[config.mk]
export PLATFORM = sky130hd
export DESIGN_NAME = gate_unit
export DESIGN_NICKNAME = d
export VERILOG_FILES = /design/src/rtl/gate_unit.sv
export SDC_FILE = /design/constraint.sdc
export NUM_CORES = 1
export LEC_CHECK = 0
export CORE_AREA = 2 2 39 41
export CTS_CLUSTER_SIZE = 20
export DETAILED_ROUTE_END_ITERATION = 12
export DIE_AREA = 0 0 41 43
export GPL_TIMING_DRIVEN = 0
export SETUP_SLACK_MARGIN = 0.3
export SLEW_MARGIN = 40
export SYNTH_ARGS = -nofsm -noshare
export SYNTH_HDL_FRONTEND = slang
export SYNTH_SLANG_ARGS = --single-unit
[constraint.sdc]
create_clock -name clk -period 0.8 [get_ports clk]
set_clock_uncertainty 0.1 [all_clocks]
set_input_delay 0.12 -clock clk [delete_from_list [all_inputs] [get_ports clk]]
set_output_delay 0.12 -clock clk [all_outputs]
set_load 0.1 [all_outputs]
[src/rtl/gate_unit.sv]
// Registered four-input reduction cell: AND, OR, odd parity and 3-of-4 majority.
// Define GATE_SYNC_EN to insert a 2-flop synchronizer on every operand.
module gate_unit (
  input  logic clk,
  input  logic rst_n,
  input  logic a,
  input  logic b,
  input  logic c,
  input  logic d,
  output logic p,
  output logic q,
  output logic r,
  output logic s
);

  function automatic logic parity4(input logic [3:0] v);
    return v[3] ^ v[2] ^ v[1] ^ v[0];
  endfunction

  function automatic logic [2:0] ones4(input logic [3:0] v);
    return {2'b00, v[3]} + {2'b00, v[2]} + {2'b00, v[1]} + {2'b00, v[0]};
  endfunction

  logic [3:0] opnd_s;
  logic [2:0] ones_s;
  logic       p_d, q_d, r_d, s_d;
  logic       p_q, q_q, r_q, s_q;

`ifdef GATE_SYNC_EN
  logic [3:0] sync1_q, sync2_q;

  // Two-stage synchronizer for operands from a foreign clock domain.
  always_ff @(posedge clk or negedge rst_n) begin
    if (!rst_n) begin
      sync1_q <= 4'b0000;
      sync2_q <= 4'b0000;
    end else begin
      sync1_q <= {a, b, c, d};
      sync2_q <= sync1_q;
    end
  end

  assign opnd_s = sync2_q;
`else
  assign opnd_s = {a, b, c, d};
`endif

  // Reduction functions, all derived from the operand popcount.
  always_comb begin
    ones_s = ones4(opnd_s);
    p_d    = 1'b0;
    q_d    = 1'b0;
    r_d    = 1'b0;
    s_d    = 1'b0;
    if (ones_s == 3'd4) begin
      p_d = 1'b1;
    end else begin
      p_d = 1'b0;
    end
    q_d = (ones_s != 3'd0);
    r_d = parity4(opnd_s);
    s_d = (ones_s >= 3'd3);
  end

  // Output register; reset state matches the function of operand 0000.
  always_ff @(posedge clk or negedge rst_n) begin
    if (!rst_n) begin
      p_q <= 1'b0;
      q_q <= 1'b0;
      r_q <= 1'b0;
      s_q <= 1'b0;
    end else begin
      p_q <= p_d;
      q_q <= q_d;
      r_q <= r_d;
      s_q <= s_d;
    end
  end

  assign p = p_q;
  assign q = q_q;
  assign r = r_q;
  assign s = s_q;

endmodule

==> run metrics <==
# rows 14; via count 152; maximum buffer depth of the clock tree 2; DRT Pass-1 Iters 1; CP Cell Sequence buf_6, fa_1, ha_2, ha_4, or3_1; Core Area 1380 µm²; Met2 Routed Length between 200 and 250 µm; share of cells above drive strength 1 0.720; met3 WL between 50 and 60 µm; run status complete, but fails checks; Final TNS setup -3.05 ns; violated checks negative hold slack, negative setup slack; Peak supply drop 0.000596 V; global route overflow 0; arrival time worst endpoint 1.48 ns; clk slew on worst S/H paths approximately 0.04 ns; Crit path required time 0.81 ns; CTS tree built; global-route wire length before repair 759 µm; Cell Pwr Density 2610 nW/µm²; LEAKAGE 0.187 nW; worst min path class in2async; total track usage 0.0749; CP endpoint kind register; Setup CP Type in2reg; vias in the first global route 182; Period Utilization, post-route 1.85; Fin. Hold Viols 4; Final Instance Count excl. Fillers 41; # DRC 0; dpl hpwl 344 µm; Hold WS -0.0101 ns; Initial Util 0.146; Distinct cells, synth 7; number of inserted diodes 0; DIE WIDTH 41 µm; mapped cell area roughly 200 µm²; Mapped Avg Cell Area 16.9 µm²; post-route cell area 412 µm²; Max Freq 0.676 GHz; Post-DRT Antenna Nets 0; Area Growth Syn to Fin 103%; die height ~43 µm; die area 1760 µm²; initial antenna violation count 0; syn_nets 22; Layout Nets 37; WL/cell 11.2 µm; top sig layer met4; worst slew pin tran approximately 0.19 ns; Power Total 1.07 mW; Core Util, Final 0.297; Synth Register Bits 4; worst setup margin -0.679 ns; CTS sink cnt 4; commonest cells after routing, fill and taps aside 4 x buf_12, 4 x dfrtp_4, 3 x clkbuf_4; Max transition margin 0.874; part of the Yosys area used for sequential elements 0.494; Routed WL 459 µm; final worst path period need ~1.5 ns; GPL Wtd Cong around 0.54; pre-CTS worst setup slack -1.33 ns; CTS H-tree depth 1; buffers added on ports 9; Final setup viols 7; yosys warns 0; Vias per Instance ~3.7; Iter 0 DRT Violations 0; MaxCap Viol Count 0; RSZ-0062 raised after global routing yes; CTS Buf Count 3; Root Buffer clkbuf_4; fin. max-slew vios 0; pin count of the biggest net entering global routing 5; Max FO, Critical Path 2; Worst Setup SP b; CP max stage delay 0.53 ns; Placed Cells incl. Taps 37; CP delay by family, top adder cells; crit path launch type input port; num ports 10; crit path buf inv count 1; Cells after Synth 12; placed inst area 323 µm²; CP max stage cell fa_1; wl on met1 about 140 µm
power breakdown:
group | total [mW] | switching [mW] | internal, mW | leakage (nW)
logic | 0.538 | 0.323 | 0.215 | 0.130
registers | 0.285 | 0.0275 | 0.258 | 0.0437
clock network | 0.250 | 0.0822 | 0.168 | 0.0138
total | 1.07 | 0.432 | 0.641 | 0.187
registers in the layout, summed over array words and instances (netlist names):
signal / cells
p: 1
q: 1
r: 1
s: 1
logic make-up (layout without fill, tap and decap cells):
logic type,count (synthesis),count (layout),share of synthesized area
and+or+nand+nor,2,2,0.0679
DFF,4,4,0.494
xor gates and xnor gates,1,1,0.117
AOI/OAI and AO/OA,1,1,0.0371
buffers and inverters,0,13,0
adders and majority gates,4,4,0.284
worst max path at each step:
stage | end | depth (start not counted) | slack (ns)
after CTS | q | 5 | -0.70
final | q | 5 | -0.68
after global placement | q | 5 | -1.28
after global routing | q | 5 | -0.70
after floorplan | q | 4 | -0.79
after detailed placement | q | 5 | -1.33
cell type report:
cell class | instances | area (µm²)
clock buffer | 3 | 22.5
multi-input combinational | 8 | 123
timing repair buffer | 10 | 131
fill | 135 | 972
tap | 16 | 20.0
sequential | 4 | 115
timing repair:
| item | in CTS | in global routing |
|---|---|---|
| endpoints found under the setup margin | 8 | 8 |
| setup buffers | 1 | 0 |
| pin swaps | 6 | 2 |
| resized for setup | 30 | 1 |
| hold endpoints to repair | 4 | 4 |
| cloned | 0 | 0 |
Yosys cell counts:
cell	number	share of area
a21o_1	1	0.037
fa_1	1	0.099
or3_1	1	0.031
xor3_1	1	0.12
nor3b_1	1	0.037
ha_1	3	0.19
dfrtp_1	4	0.49
metal layers:
metal	vias to the layer above	global-route usage
met5	-	0
met4	0	0.100
met3	2	0.0366
met2	12	0.103
met1	70	0.0627
li1	68	-
Power figures use the tool's default switching activity.
